### config.mk
export PLATFORM = sky130hd
export DESIGN_NAME = img2col_ram_reader
export DESIGN_NICKNAME = d
export VERILOG_FILES = /design/src/rtl/img2col_pkg.sv /design/src/rtl/img2col_skid2.sv /design/src/rtl/img2col_ram_reader.sv
export SDC_FILE = /design/constraint.sdc
export NUM_CORES = 1
export LEC_CHECK = 0
export BUFFER_PORTS_ARGS = -buffer_cell sky130_fd_sc_hd__buf_2
export CAP_MARGIN = 20
export CORE_MARGIN = 10
export CORE_UTILIZATION = 60
export DETAILED_ROUTE_END_ITERATION = 12
export PLACE_DENSITY = 0.86
export SYNTH_ARGS = -nofsm -noshare
export SYNTH_HDL_FRONTEND = slang
export SYNTH_HIERARCHICAL = 1
export SYNTH_SLANG_ARGS = --single-unit
### constraint.sdc
create_clock -name clk -period 10.29 [get_ports clk]
set_input_delay 2.058 -clock clk [delete_from_list [all_inputs] [get_ports clk]]
set_output_delay 2.058 -clock clk [all_outputs]
set_load 0.02 [all_outputs]
### src/rtl/img2col_pkg.sv
// Shared types and geometry helpers for the img2col RAM reader.
package img2col_pkg;

    typedef enum logic [1:0] {
        IDLE,
        RUN,
        DRAIN,
        DONE
    } state_t;

    // Per-beat side-band tags; the pixel width is bound where DATA_WIDTH is known.
    typedef struct packed {
        logic last;
        logic frame_last;
    } beat_tag_t;

    function automatic int out_dim(input int img, input int k, input int s);
        return (img - k) / s + 1;
    endfunction

    function automatic int frame_total(input int h, input int w, input int k, input int s);
        return out_dim(h, k, s) * out_dim(w, k, s) * k * k;
    endfunction

endpackage

### src/rtl/img2col_skid2.sv
// Two-entry FIFO that absorbs the RAM read latency in front of the output stream.
module img2col_skid2 #(
    parameter type beat_t = logic [9:0]
) (
    input  logic       clk,
    input  logic       rst_n,
    input  logic       push,
    input  logic       pop,
    input  beat_t      din,
    output beat_t      head,
    output logic [1:0] count
);

    beat_t mem [2];
    logic  wr_ptr;
    logic  rd_ptr;
    logic  do_pop;

    assign do_pop = pop && (count != 2'd0);
    assign head   = mem[rd_ptr];

    always_ff @(posedge clk or negedge rst_n) begin
        if (!rst_n) begin
            // NOTE: the storage is reset on purpose so the head, and thus m_data, reads 0 out of reset.
            mem[0] <= '0;
            mem[1] <= '0;
            wr_ptr <= 1'b0;
            rd_ptr <= 1'b0;
            count  <= 2'd0;
        end else begin
            if (push) begin
                mem[wr_ptr] <= din;
                wr_ptr      <= ~wr_ptr;
            end
            if (do_pop) begin
                rd_ptr <= ~rd_ptr;
            end
            count <= count + {1'b0, push} - {1'b0, do_pop};
        end
    end

    overflow_a : assert property (@(posedge clk) disable iff (!rst_n)
        !(push && !do_pop && count == 2'd2))
        else $error("img2col_skid2: push into a full buffer");

endmodule

### src/rtl/img2col_ram_reader.sv
// Walks an IMG_H x IMG_W image in img2col order (oy, ox, ky, kx) and streams one pixel per beat.
module img2col_ram_reader
    import img2col_pkg::*;
#(
    parameter int DATA_WIDTH = 8,
    parameter int ADDR_SIZE  = 10,
    parameter int IMG_H      = 4,
    parameter int IMG_W      = 4,
    parameter int K          = 3,
    parameter int S          = 1
) (
    input  logic                  clk,
    input  logic                  rst_n,
    input  logic                  start,
    output logic                  busy,
    output logic                  done,
    output logic [ADDR_SIZE-1:0]  ram_addr,
    output logic                  ram_en,
    output logic                  ram_we,
    output logic [DATA_WIDTH-1:0] ram_din,
    input  logic [DATA_WIDTH-1:0] ram_dout,
    output logic                  m_valid,
    input  logic                  m_ready,
    output logic [DATA_WIDTH-1:0] m_data,
    output logic                  m_last,
    output logic                  m_frame_last
);

    if (IMG_H * IMG_W > 2 ** ADDR_SIZE || K > IMG_H || K > IMG_W || S < 1) begin : g_param_check
        $error("img2col_ram_reader: illegal geometry parameters");
    end

    localparam int unsigned K_LAST  = K - 1;
    localparam int unsigned OX_LAST = out_dim(IMG_W, K, S) - 1;
    localparam int unsigned OY_LAST = out_dim(IMG_H, K, S) - 1;

    typedef struct packed {
        logic [DATA_WIDTH-1:0] data;
        beat_tag_t             tag;
    } beat_t;

    state_t      state;
    int unsigned oy, ox, ky, kx;
    logic        inflight;
    beat_tag_t   tag_q;
    beat_tag_t   issue_tag;
    beat_t       push_beat;
    beat_t       head;
    logic [1:0]  count;
    logic [2:0]  occupancy;
    logic        pop;
    logic        issue;

    // A slot is claimed at issue time, so entries plus the read in flight never exceed two.
    assign pop       = m_valid && m_ready;
    assign occupancy = {1'b0, count} + {2'b0, inflight};
    assign issue     = (state == RUN) && (occupancy < 3'd2 + {2'b0, pop});

    assign issue_tag.last       = (ky == K_LAST) && (kx == K_LAST);
    assign issue_tag.frame_last = issue_tag.last && (ox == OX_LAST) && (oy == OY_LAST);

    assign ram_en   = issue;
    assign ram_addr = ADDR_SIZE'((oy * S + ky) * IMG_W + ox * S + kx);
    assign ram_we   = 1'b0;
    assign ram_din  = '0;

    assign push_beat.data = ram_dout;
    assign push_beat.tag  = tag_q;

    img2col_skid2 #(
        .beat_t (beat_t)
    ) u_skid (
        .clk   (clk),
        .rst_n (rst_n),
        .push  (inflight),
        .pop   (pop),
        .din   (push_beat),
        .head  (head),
        .count (count)
    );

    assign m_valid      = (count != 2'd0);
    assign m_data       = head.data;
    assign m_last       = head.tag.last;
    assign m_frame_last = head.tag.frame_last;

    always_ff @(posedge clk or negedge rst_n) begin
        if (!rst_n) begin
            state    <= IDLE;
            oy       <= 0;
            ox       <= 0;
            ky       <= 0;
            kx       <= 0;
            inflight <= 1'b0;
            tag_q    <= '0;
            busy     <= 1'b0;
            done     <= 1'b0;
        end else begin
            // NOTE: non-blocking assignments so every branch sees the pre-edge counter values.
            inflight <= issue;
            done     <= 1'b0;
            if (issue) begin
                tag_q <= issue_tag;
                if (kx == K_LAST) begin
                    kx <= 0;
                    if (ky == K_LAST) begin
                        ky <= 0;
                        if (ox == OX_LAST) begin
                            ox <= 0;
                            oy <= (oy == OY_LAST) ? 0 : oy + 1;
                        end else begin
                            ox <= ox + 1;
                        end
                    end else begin
                        ky <= ky + 1;
                    end
                end else begin
                    kx <= kx + 1;
                end
            end
            case (state)
                IDLE: begin
                    if (start) begin
                        state <= RUN;
                        busy  <= 1'b1;
                        oy    <= 0;
                        ox    <= 0;
                        ky    <= 0;
                        kx    <= 0;
                    end
                end
                RUN: begin
                    if (issue && issue_tag.frame_last) begin
                        state <= DRAIN;
                    end
                end
                DRAIN: begin
                    if (pop && m_frame_last && count == 2'd1 && !inflight) begin
                        state <= DONE;
                        busy  <= 1'b0;
                        done  <= 1'b1;
                    end
                end
                DONE:    state <= IDLE;
                default: state <= IDLE;
            endcase
        end
    end

endmodule
# Yosys cells after proc, flatten, opt, wreduce, memory -nomap -nowiden
# Index checks and enable logic that the tools add are counted.
[totals]
ff_bits = 159
inputBits = 12
out_inout_bits = 33
elab_cells = 103
[op_classes]
n_addsub = 11
n_lt_le_gt_ge = 4
n_eq_ne = 11
muxes = 37
bitwise = 4
n_reduce_logical = 17
[ops]
columns = ["operator", "count"]
rows = [
  ["two-way mux 32 bit", 22],
  ["adder 32 x 1 -> 32 bit (second input constant)", 4],
  ["equality test 32 x 1 -> 1 bit (second input constant)", 2],
  ["equality test 32 x 2 -> 1 bit (second input constant)", 2],
  ["two-way mux 10 bit", 4],
  ["adder 10 bit", 2],
  ["bitwise mux 20 bit", 1],
  ["logical AND 1 bit", 11],
  ["demux 10 bit (select 1 bit)", 1],
  ["adder 8 bit", 1],
  ["one-hot mux 2 bit (4 select lines)", 1],
  ["two-way mux 2 bit", 3],
  ["AND reduction 3 bit", 2],
  ["equality test 2 x 1 -> 1 bit (second input constant)", 2],
  ["equality test 2 bit (second input constant)", 2],
  ["greater-or-equal comparator 2 bit (second input constant)", 2],
  ["two-way mux 1 bit", 4],
  ["!= test 2 bit (second input constant)", 2],
  ["NOT 1 -> 2 bit", 2],
  ["nonzero test 2 bit", 2],
  ["adder 2 x 1 -> 3 bit", 1],
  ["adder 2 x 1 -> 3 bit (first input constant)", 1],
  ["< comparator 3 bit", 1],
  ["adder 2 x 1 -> 2 bit", 1],
  ["7 further kinds", 8],
]

# Logic depth before layout (Yosys ltp)
# Gate-level depths: netlist (run 1).
[depth]
depth_word = 9
ltp_mapped = 16
mapped_depth_nobuf = 16

# Cells and area by module
# The synthesis (run 1) kept the hierarchy.
[modules_own_cells]
columns = ["mod", "instances", "cells_per_inst", "area_per_inst_um2", "seq_area_each_um2"]
rows = [
  ["img2col_ram_reader", 1, 947, 8552.0, 3378.2],
  ["img2col_skid2", 1, 67, 1049.8, 600.6],
]

# Least setup slack after synthesis (run 1)
# Ideal clock, no wire load.
[synth_path]
path_type = "register to output"
start = "reg oy[0]"
end = "out ram_addr[9]"
arrival_ns = 3.236
required_ns = 8.232
path_slack_ns = 4.996
path_stages_with_launch = 13
n_path_buf = 0
cell_sequence = "dfrtp_1 -> ha_1 -> inv_1 -> fa_1 -> inv_1 -> fa_1 -> ha_1 -> a21o_1 -> a21oi_1 -> nor2b_1 -> o21a_1 -> o41a_1 -> xnor2_1"
[synth_via]
elab_chain_len = 3
[synth_rtl]
columns = ["element", "line", "source"]
rows = [
  ["start: declaration", "img2col_ram_reader.sv:43", "int unsigned oy, ox, ky, kx;"],
  ["start signal: assignment", "img2col_ram_reader.sv:110", "oy <= (oy == OY_LAST) ? 0 : oy + 1;"],
  ["adder 8 bit", "img2col_ram_reader.sv:63", "assign ram_addr = ADDR_SIZE'((oy * S + ky) * IMG_W + ox * S + kx);"],
  ["adder 10 bit (2 in a row)", "img2col_ram_reader.sv:63", ""],
  ["end: declaration", "img2col_ram_reader.sv:17", "output logic [ADDR_SIZE-1:0] ram_addr,"],
]
# Every way passes these cells.

# Final worst setup path (run 1)
# Ends and elaborated chain as after synthesis.

==> results.sh, run 1 <==
export IMPL_vias=7984
export IMPL_timing_rr_end="ox[31]$_DFF_PN0_"
export IMPL_dieArea_um2=21500
export IMPL_hold_class="register to register"
export IMPL_port_buffer_count=35
export IMPL_num_rows=46
export IMPL_grtUsageTotal_pct=21.2
export IMPL_layout_area_seq_um2=3980
export IMPL_ir_worst_vdd_mv=0.129
export IMPL_tightest_slew_ps=1060
export IMPL_setup_viol=0
export IMPL_fin_crit_sh_pct=57.4
export IMPL_dr_pass1_iters=5
export IMPL_critPathArrivalTime_ps=3850
export IMPL_internal_power_uw=1290
export IMPL_grt_pass1_vias=7832
export IMPL_synthCells=1014
export IMPL_antenna_cells=0
export IMPL_rsz0062_at_grt="false"
export IMPL_synthArstFlopShare_pct=100
export IMPL_finalPower_uw=1870
export IMPL_place_inst=1228
export IMPL_combinationalPowerShare_pct=23.4
export IMPL_pre_cts_ws_ps=4890
export IMPL_grt_ovfl_total=0
export IMPL_path_buf_inv=3
export IMPL_drive_gt1_share_pct=12.9
export IMPL_grt_pass1_wl_mm=38.4
export IMPL_yosys_cell_types_count=64
export IMPL_dieWidth_um=147
export IMPL_multi_input_area_um2=5190
export IMPL_path_class="register to output port"
export IMPL_crit_chain="ha_1 > inv_1 > fa_1 > inv_1 > fa_1 > ha_1 > a21o_1 > a21oi_1 > nor2b_1 > o21a_1 > o41a_1 > xnor2_1 > buf_2"
export IMPL_synth_compound_area_share_pct=9.47
export IMPL_syn_avg_cell_area_um2=9.47
export IMPL_post_cts_setup_buffer_count=0
export IMPL_clockPowerShare_pct=36.1
export IMPL_final_common_cell="dfrtp_1"
export IMPL_clkTransAtPathRegs_ps=70
export IMPL_die_h_um=147
export IMPL_grt_antenna_before_repair=0
export IMPL_place_hpwl_mm=14.8
export IMPL_postRouteAntennaNets=0
export IMPL_post_cts_resize_count=0
export IMPL_hold_ws_ps=503
export IMPL_syn_to_final_growth_pct=9.38
export IMPL_crit_cells=13
export IMPL_cts_root_buf="clkbuf_16"
export IMPL_synth_top_family_by_area="simple AND/OR/NAND/NOR gates"
export IMPL_power_frac_seq_pct=40.5
export IMPL_syn_cell_area_um2=9600
export IMPL_critical_path_endpoint="ram_addr[9]"
export IMPL_pin_count=45
export IMPL_drc=0
export IMPL_fmax_mhz=169
export IMPL_rrSetupSlack_ps=6860
export IMPL_finalHoldViolCount=0
export IMPL_synth_edf_count=0
export IMPL_clockBufferDepth=2
export IMPL_drtIter0Drc=662
export IMPL_reg2reg_depth=9
export IMPL_min_period_ps=5900
export IMPL_synthAdderAreaFrac_pct=6.05
export IMPL_seq_area_frac_synth_pct=41.4
export IMPL_cts_hold_buf=0
export IMPL_cts_made_buffers=17
export IMPL_htree_levels=4
export IMPL_num_nets_final=1086
export IMPL_synth_mux_area_share_pct=4.05
export IMPL_yosysWarnings=6
export IMPL_hp_start="u_skid/mem[8]$_DFFE_PN0P_"
export IMPL_grt_max_degree=114
export IMPL_outcome="finished, final reports clean"
export IMPL_drt_vias_per_instance=6.33
export IMPL_clk_latency_ps=430
export IMPL_synth_simple_area_share_pct=26.2
export IMPL_rr_startpoint="kx[0]$_DFF_PN0_"
export IMPL_clock_sinks=159
export IMPL_netSwitchingFraction_pct=31.1
export IMPL_path_max_fanout=7
export IMPL_slew_violations=0
export IMPL_switchingPower_uw=583
export IMPL_critPathLaunch="oy[0]$_DFF_PN0_"
export IMPL_wl_per_cell_um=17.9
export IMPL_nFillCells=1193
export IMPL_synth_ff_type="dfrtp_1"
export IMPL_start_util_pct=60.9
export IMPL_place_gp_congestion=0.862
export IMPL_stdcell_count=1262
export IMPL_wl_mm=22.6
export IMPL_fp_coreArea_um2=15800
export IMPL_ys_ff_latch=159
export IMPL_drv_cap=0
export IMPL_cp_slowest_cell="dfrtp_1"
export IMPL_start_kind="register"
export IMPL_worst_slack_ps=4390
export IMPL_final_cell_mix="dfrtp_1, nor2_1, nand2_1"
export IMPL_max_stage_delay_ps=480
export IMPL_cts_tree="done"
export IMPL_slew_headroom_pct=28.8
export IMPL_leakage_uw=0.00455
export IMPL_final_setup_skew_ps=11.6
export IMPL_critical_path_top_delay_family="adder cells"
export IMPL_crit_required_ps=8230
export IMPL_setup_tns_ps=0
export IMPL_yosys_area_share_xor_xnor_pct=7.84
export IMPL_p_per_area_nw_per_um2=178
export IMPL_end_kind="output port"
==> power groups by stage <==
stage | Clock [uW] | Combinational (uW) | Sequential [uW]
after floorplan | 0 | 337 | 740
after global placement | 0 | 419 | 761
after detailed placement | 0 | 434 | 766
after CTS | 679 | 442 | 756
after global routing | 705 | 479 | 767
final | 677 | 439 | 758
==> layout make-up <==
class / instances / area share, %
clock inverters: 13 / 1.76
well taps: 216 / 2.57
clock buffers: 19 / 4.22
repair buffers: 43 / 2.49
inverters: 46 / 1.64
flip-flops and latches: 159 / 37.9
multi-input cells: 766 / 49.4
==> worst min path at each step <==
stage	cells after the start	endpoint
after global routing	1	u_skid/mem[8]$_DFFE_PN0P_
after floorplan	1	u_skid/mem[0]$_DFFE_PN0P_
after CTS	1	u_skid/mem[8]$_DFFE_PN0P_
final	1	u_skid/mem[8]$_DFFE_PN0P_
after detailed placement	1	u_skid/mem[8]$_DFFE_PN0P_
after global placement	1	u_skid/mem[8]$_DFFE_PN0P_
==> logic make-up (layout without fill, tap and decap cells) <==
kind of cell,after synthesis,in the layout
AO/OA/AOI/OAI,151,151
XOR/XNOR,86,86
adder cells (fa/ha/maj),41,41
buffers and inverters,97,121
flip-flops,159,159
multiplexers,35,35
other,1,9
AND/OR/NAND/NOR,444,444
==> cells in the mapped netlist, types with 2 or more instances <==
master	n	area, um2
a211oi_1	4	30.0
a21o_1	6	45.0
a21oi_1	56	280
a31oi_1	14	87.6
a41oi_1	4	35.0
and2_1	10	62.6
and3_1	19	119
and4_1	14	123
buf_1	3	11.3
buf_2	10	50.1
buf_4	10	75.1
buf_6	7	78.8
clkbuf_1	21	78.8
dfrtp_1	159	3980
fa_1	9	180
ha_1	32	400
inv_1	46	173
mux2_2	30	338
mux2i_1	4	40.0
nand2_1	63	236
nand2_2	2	12.5
nand2b_1	4	25.0
nand3_1	42	210
nand4_1	56	350
nand4_2	3	37.5
nor2_1	97	364
nor2b_1	5	31.3
nor3_1	33	165
nor3_2	3	30.0
nor4_1	27	169
nor4_2	6	75.1
nor4_4	2	42.5
nor4b_1	6	52.6
o21a_1	7	52.6
o21ai_0	36	180
o21ba_2	3	30.0
o31ai_1	10	75.1
o41ai_1	2	17.5
or2_2	4	25.0
or3_1	26	163
or4_1	12	90.1
xnor2_1	42	368
xor2_1	44	385
==> through the flow <==
| stage | cell area, um2 | util [%] |
|---|---|---|
| after global routing | 10500 | 66.6 |
| final | 10500 | 66.6 |
| after global placement | 9840 | 62.4 |
| after CTS | 10500 | 66.4 |
| after detailed placement | 9840 | 62.4 |
| after floorplan | 9630 | - |
==> per-layer routing <==
layer  track usage (%)  wire length, um  up-vias
met4              8.66              542        0
met3              3.74             1400       58
met1              26.9             9470     3899
met2              34.9            11200      336
met5                 0                0        -
li1                  -                -     3691
==> sequential cells by signal, summed over array words and instances (netlist names) <==
register       count
kx                32
ky                32
ox                32
oy                32
u_skid/mem        20
push_beat          2
state              2
u_skid/count       2
busy               1
done               1
inflight           1
u_skid/rd_ptr      1
u_skid/wr_ptr      1
Power figures use the tool's default switching activity.
==> inputs of run 2 (changes only) <==
==> constraint.sdc (replaced) <==
create_clock -name clk -period 6 [get_ports clk]
set_input_delay 1.2 -clock clk [delete_from_list [all_inputs] [get_ports clk]]
set_output_delay 1.2 -clock clk [all_outputs]
set_load 0.02 [all_outputs]
==> run 2 against run 1 <==
Compared with the run above:
- clock power grew 58%
- worst hold slack gained 0.51 ps
- non-clock buffer count grew 1
- highest routed layer unchanged
- critical endpoint unchanged
==> results.sh, run 2 (synthesis gave the netlist of run 1 again) <==
export IMPL_clock_sinks=159
export IMPL_cts_root_buf="clkbuf_16"
export IMPL_power_frac_seq_pct=41.5
export IMPL_rr_startpoint="inflight$_DFF_PN0_"
export IMPL_path_class="register to output port"
export IMPL_combinationalPowerShare_pct=24.4
export IMPL_rrSetupSlack_ps=2420
export IMPL_pin_count=45
export IMPL_clockPowerShare_pct=34.2
export IMPL_final_common_cell="dfrtp_1"
export IMPL_dieArea_um2=21500
export IMPL_ir_worst_vdd_mv=0.188
export IMPL_syn_to_final_growth_pct=8.80
export IMPL_crit_required_ps=4800
export IMPL_end_kind="output port"
export IMPL_slew_violations=0
export IMPL_rsz0062_at_grt="false"
export IMPL_final_cell_mix="dfrtp_1, nor2_1, nand2_1"
export IMPL_setup_tns_ps=0
export IMPL_place_gp_congestion=0.865
export IMPL_finalPower_uw=3120
export IMPL_place_hpwl_mm=14.6
export IMPL_p_per_area_nw_per_um2=299
export IMPL_die_h_um=147
export IMPL_fin_crit_sh_pct=83.7
export IMPL_hold_class="register to register"
export IMPL_fp_coreArea_um2=15800
export IMPL_vias=7846
export IMPL_setup_viol=0
export IMPL_grt_max_degree=111
export IMPL_switchingPower_uw=996
export IMPL_grt_pass1_vias=7440
export IMPL_final_setup_skew_ps=18.4
export IMPL_grt_ovfl_total=0
export IMPL_htree_levels=4
export IMPL_wl_per_cell_um=17.6
export IMPL_drc=0
export IMPL_min_path_cells=1
export IMPL_drtIter0Drc=838
export IMPL_clkTransAtPathRegs_ps=60
export IMPL_path_max_fanout=7
export IMPL_slew_headroom_pct=25.9
export IMPL_place_inst=1228
export IMPL_antenna_cells=0
export IMPL_outcome="finished, final reports clean"
export IMPL_dr_pass1_iters=5
export IMPL_timing_rr_end="ox[18]$_DFF_PN0_"
export IMPL_post_cts_setup_buffer_count=0
export IMPL_clk_latency_ps=450
export IMPL_grtUsageTotal_pct=20.7
export IMPL_cts_made_buffers=17
export IMPL_port_buffer_count=35
export IMPL_hold_path_end="u_skid/mem[3]$_DFFE_PN0P_"
export IMPL_drt_vias_per_instance=6.22
export IMPL_leakage_uw=0.00453
export IMPL_cts_hold_buf=0
export IMPL_postRouteAntennaNets=0
export IMPL_num_nets_final=1087
export IMPL_stdcell_count=1261
export IMPL_reg2reg_depth=8
export IMPL_grt_antenna_before_repair=0
export IMPL_internal_power_uw=2130
export IMPL_netSwitchingFraction_pct=31.9
export IMPL_critPathArrivalTime_ps=3820
export IMPL_wl_mm=22.2
export IMPL_min_period_ps=5020
export IMPL_tightest_slew_ps=1110
export IMPL_fmax_mhz=199
export IMPL_drv_cap=0
export IMPL_post_cts_resize_count=0
export IMPL_finalHoldViolCount=0
export IMPL_grt_pass1_wl_mm=37.3
export IMPL_start_util_pct=60.9
export IMPL_clockBufferDepth=2
export IMPL_start_kind="register"
export IMPL_hp_start="u_skid/mem[3]$_DFFE_PN0P_"
export IMPL_dieWidth_um=147
export IMPL_cts_tree="done"
export IMPL_num_rows=46
export IMPL_drive_gt1_share_pct=12.9
[run 2: cell count changes in the layout (fill, tap and decap cells not counted)]
cell       delta
bufinv_16     -3
buf_6         +1
clkbuf_1      -1
buf_4         -1
buf_8         +1
clkinv_2      -1
clkbuf_8      +4
buf_16        -1
buf_2         +1
inv_6         -1
[run 2: power by group through the flow]
| stage | clock network, uW | logic [uW] | registers, uW |
|---|---|---|---|
| after floorplan | 0 | 577 | 1270 |
| after global placement | 0 | 721 | 1300 |
| after detailed placement | 0 | 747 | 1310 |
| after CTS | 1070 | 767 | 1300 |
| after global routing | 1120 | 835 | 1310 |
| final | 1070 | 761 | 1300 |
[run 2: how the worst max path moves through the flow]
| stage | slack, ps | from | cells after the start | end |
|---|---|---|---|---|
| finish | 980 | oy[0]$_DFF_PN0_ | 13 | ram_addr[9] |
| global route | 770 | oy[0]$_DFF_PN0_ | 17 | ram_addr[9] |
| CTS | 980 | oy[0]$_DFF_PN0_ | 13 | ram_addr[9] |
| detailed placement | 1460 | oy[0]$_DFF_PN0_ | 13 | ram_addr[9] |
| global placement | 1520 | oy[0]$_DFF_PN0_ | 13 | ram_addr[9] |
| floorplan | 1560 | oy[0]$_DFF_PN0_ | 12 | ram_addr[9] |
[run 2: worst max-delay path, cell delays in order, from the launching register on]
cell	delay (ps)
dfrtp_1	460
ha_1	230
inv_1	70
fa_1	480
inv_1	50
fa_1	430
ha_1	340
a21o_1	190
a21oi_1	220
nor2b_1	80
o21a_1	190
o41a_1	320
xnor2_1	130
buf_2	180
[run 2: cell type report]
class                           instances  area (um2)
Sequential cell                       159        3980
Multi-Input combinational cell        766        5190
Timing Repair Buffer                   44         258
Fill cell                            1197        5320
Inverter                               46         173
Tap cell                              216         270
Clock inverter                          8        81.3
Clock buffer                           22         494
[run 2: stage by stage]
| step | area (um2) | setup slack (ps) | hold slack [ps] | utilization, % |
|---|---|---|---|---|
| 2_1_floorplan | 9630 | 1560 | 474 | - |
| 3_3_place_gp | 9840 | 1520 | 483 | 62.4 |
| 3_5_place_dp | 9840 | 1460 | 492 | 62.4 |
| 4_1_cts | 10400 | 982 | 507 | 66.0 |
| 5_1_grt | 10400 | 765 | 520 | 66.2 |
| 6_report | 10400 | 976 | 504 | 66.2 |
[run 2: routing by layer]
metal  global-route usage (%)  part of all wire, %  vias up  routed length (um)
met5                        0                    0        -                   0
met4                     6.26                  1.7        0                 384
met3                     3.71                  5.5       46                1210
met2                     34.1                   50      251               11100
met1                     27.2                   43     3846                9540
li1                         -                    -     3703                   -
==> inputs of run 3 (changes only) <==
--- a/config.mk
+++ b/config.mk
@@ -5,12 +5,13 @@
 export SDC_FILE = /design/constraint.sdc
 export NUM_CORES = 1
 export LEC_CHECK = 0
+export ABC_AREA = 1
 export BUFFER_PORTS_ARGS = -buffer_cell sky130_fd_sc_hd__buf_2
 export CAP_MARGIN = 20
 export CORE_MARGIN = 10
-export CORE_UTILIZATION = 60
+export CORE_UTILIZATION = 57
 export DETAILED_ROUTE_END_ITERATION = 12
-export PLACE_DENSITY = 0.86
+export PLACE_DENSITY = 0.85
 export SYNTH_ARGS = -nofsm -noshare
 export SYNTH_HDL_FRONTEND = slang
 export SYNTH_HIERARCHICAL = 1
==> constraint.sdc (replaced) <==
create_clock -name clk -period 4.4 [get_ports clk]
set_input_delay 0.88 -clock clk [delete_from_list [all_inputs] [get_ports clk]]
set_output_delay 0.88 -clock clk [all_outputs]
set_load 0.02 [all_outputs]
==> run 3 against run 2 <==
Compared with the run above:
- synthesized area up 19%
- critical path depth grew 2
- worst setup slack worse by 970 ps
- cell area grew 20%
- sequential share of layout area shrank 6.3 points
- flip-flop and latch count is the same
- total power grew 67%
- die area increased by 22%
- largest power group is now combinational cells
==> results.sh, run 3 <==
export IMPL_start_kind="register"
export IMPL_postRouteAntennaNets=0
export IMPL_place_inst=1924
export IMPL_place_gp_congestion=0.958
export IMPL_setup_viol=0
export IMPL_dr_pass1_iters=6
export IMPL_critPathArrivalTime_ps=3520
export IMPL_wl_per_cell_um=15.9
export IMPL_path_max_fanout=3
export IMPL_yosysWarnings=6
export IMPL_cts_made_buffers=17
export IMPL_fmax_mhz=227
export IMPL_outcome="finished, final reports clean"
export IMPL_yosys_cell_types_count=47
export IMPL_synth_ff_type="dfrtp_1"
export IMPL_p_per_area_nw_per_um2=416
export IMPL_grt_max_degree=93
export IMPL_hold_ws_ps=462
export IMPL_path_class="register to output port"
export IMPL_rsz0062_at_grt="true"
export IMPL_syn_to_final_growth_pct=9.16
export IMPL_crit_required_ps=3520
export IMPL_tightest_slew_ps=932
export IMPL_yosys_top_cells_count="nand2_1, nor2_1, inv_1"
export IMPL_worst_slack_ps=1.64
export IMPL_cts_root_buf="clkbuf_16"
export IMPL_min_period_ps=4400
export IMPL_ir_worst_vdd_mv=0.258
export IMPL_synthCells=1653
export IMPL_cts_tree="done"
export IMPL_seq_area_frac_synth_pct=34.7
export IMPL_htree_levels=4
export IMPL_synthArstFlopShare_pct=100
export IMPL_yosys_area_top_type="dfrtp_1"
export IMPL_slew_headroom_pct=37.9
export IMPL_cts_hold_buf=0
export IMPL_stdcell_count=1961
export IMPL_start_util_pct=58.3
export IMPL_end_kind="output port"
export IMPL_port_buffer_count=35
export IMPL_hold_class="primary input to async pin"
export IMPL_grt_ovfl_total=0
export IMPL_pre_cts_ws_ps=137
export IMPL_vias=11200
export IMPL_grt_pass1_vias=10500
export IMPL_clk_latency_ps=440
export IMPL_die_h_um=162
export IMPL_finalPower_uw=5210
export IMPL_ys_ff_latch=159
export IMPL_final_setup_skew_ps=15.5
export IMPL_clock_sinks=159
export IMPL_drv_cap=0
export IMPL_drive_gt1_share_pct=12.0
export IMPL_leakage_uw=0.00589
export IMPL_dieWidth_um=162
export IMPL_place_hpwl_mm=22.6
export IMPL_yosysMostFrequentCell="nand2_1"
export IMPL_dieArea_um2=26200
export IMPL_final_common_cell="nand2_1"
export IMPL_syn_cell_area_um2=11500
export IMPL_drtIter0Drc=1186
export IMPL_setup_tns_ps=0
export IMPL_num_nets_final=1736
export IMPL_slew_violations=0
export IMPL_num_rows=51
export IMPL_grt_antenna_before_repair=0
export IMPL_fin_crit_sh_pct=100
export IMPL_drt_vias_per_instance=5.72
export IMPL_finalHoldViolCount=0
export IMPL_grtUsageTotal_pct=23.9
export IMPL_antenna_cells=0
export IMPL_wl_mm=31.2
export IMPL_synth_edf_count=0
export IMPL_syn_avg_cell_area_um2=6.93
export IMPL_synth_area_leaders="dfrtp_1, nand2_1, nor2_1"
export IMPL_synth_top_area_share_pct=34.7
export IMPL_grt_pass1_wl_mm=52.2
export IMPL_drc=0
export IMPL_final_cell_mix="nand2_1, nor2_1, inv_1"
export IMPL_pin_count=45
export IMPL_clockBufferDepth=2
export IMPL_clkTransAtPathRegs_ps=80
export IMPL_fp_coreArea_um2=19700
## run 3: cell types whose count changed after synthesis, sizes merged, moves of 17 or more
cell   change
a21oi     +21
xor2      -21
nor3      +26
o21ai     +50
nor4      -17
inv      +190
or3       -26
nand2    +328
nand3     +91
xnor2     -34
nor2     +154
and3      -17
mux2      -31
## run 3: layout make-up
class | instances | area [um2]
inverters | 237 | 890
clock inverters | 15 | 154
well taps | 265 | 332
flip-flops and latches | 159 | 3980
multi-input cells | 1218 | 6420
clock buffers | 17 | 425
fillers | 1775 | 7140
repair buffers | 50 | 317
## run 3: final timing paths
path / start / endpoint / slack (ps) / cells past startpoint
worst max-delay path: ky[0]$_DFF_PN0_ / ram_addr[9] / 2 / 15
worst min-delay path: rst_n / oy[18]$_DFF_PN0_ / 460 / 1
worst max register to register: inflight$_DFF_PN0_ / ox[6]$_DFF_PN0_ / 1460 / 12
worst min register to register: u_skid/mem[19]$_DFFE_PN0P_ / u_skid/mem[19]$_DFFE_PN0P_ / 490 / 2
max in group asynchronous: rst_n / kx[24]$_DFF_PN0_ / 3100 / 2
min in group clk: u_skid/mem[19]$_DFFE_PN0P_ / u_skid/mem[19]$_DFFE_PN0P_ / 490 / 2
## run 3: critical path: stages (launching register included)
cell	delay, ps
dfrtp_1	380
ha_2	200
inv_2	40
fa_2	370
o21ai_2	140
a21o_1	140
a21oi_2	50
xor2_1	170
fa_1	520
inv_2	50
ha_4	280
nand2_2	60
o21ai_1	190
a21oi_2	60
xor2_1	240
buf_4	190
## run 3: stage by stage
step	util, %	cell area (um2)
after floorplan	-	11500
after global placement	59.9	11800
after detailed placement	59.9	11800
after CTS	63.2	12400
after global routing	63.7	12500
final	63.7	12500
## run 3: what timing repair did
| action | CTS | global route |
|---|---|---|
| resized for setup | 11 | 20 |
| hold endpoints to repair | 0 | 0 |
| endpoints found under the setup margin | 4 | 4 |
| gates cloned | 0 | 0 |
| setup buffers | 2 | 3 |
| pin swaps | 0 | 17 |
## run 3: cells by family (layout without fill, tap and decap cells)
group | after synthesis | in the layout | share of synthesized area [%]
flops | 159 | 159 | 34.7
buf+inv | 284 | 319 | 10.6
other cells | 1 | 9 | 0.0327
compound gates | 196 | 196 | 9.69
simple gates | 941 | 941 | 37.6
xor+xnor | 31 | 31 | 2.37
fa+ha+maj | 41 | 41 | 5.06
## run 3: where the power goes
part	leakage, uW	total (uW)	internal [uW]	switching, uW
Clock	0.000289	1500	764	733
Combinational	0.00372	1950	630	1310
Sequential	0.00188	1760	1610	156
## run 3: per-layer routing
layer,routed length (um),vias to the layer above,GRT usage [%]
li1,-,5423,-
met4,755,0,8.11
met3,2560,59,4.80
met2,13900,491,36.9
met1,13900,5248,32.7
met5,0,-,0
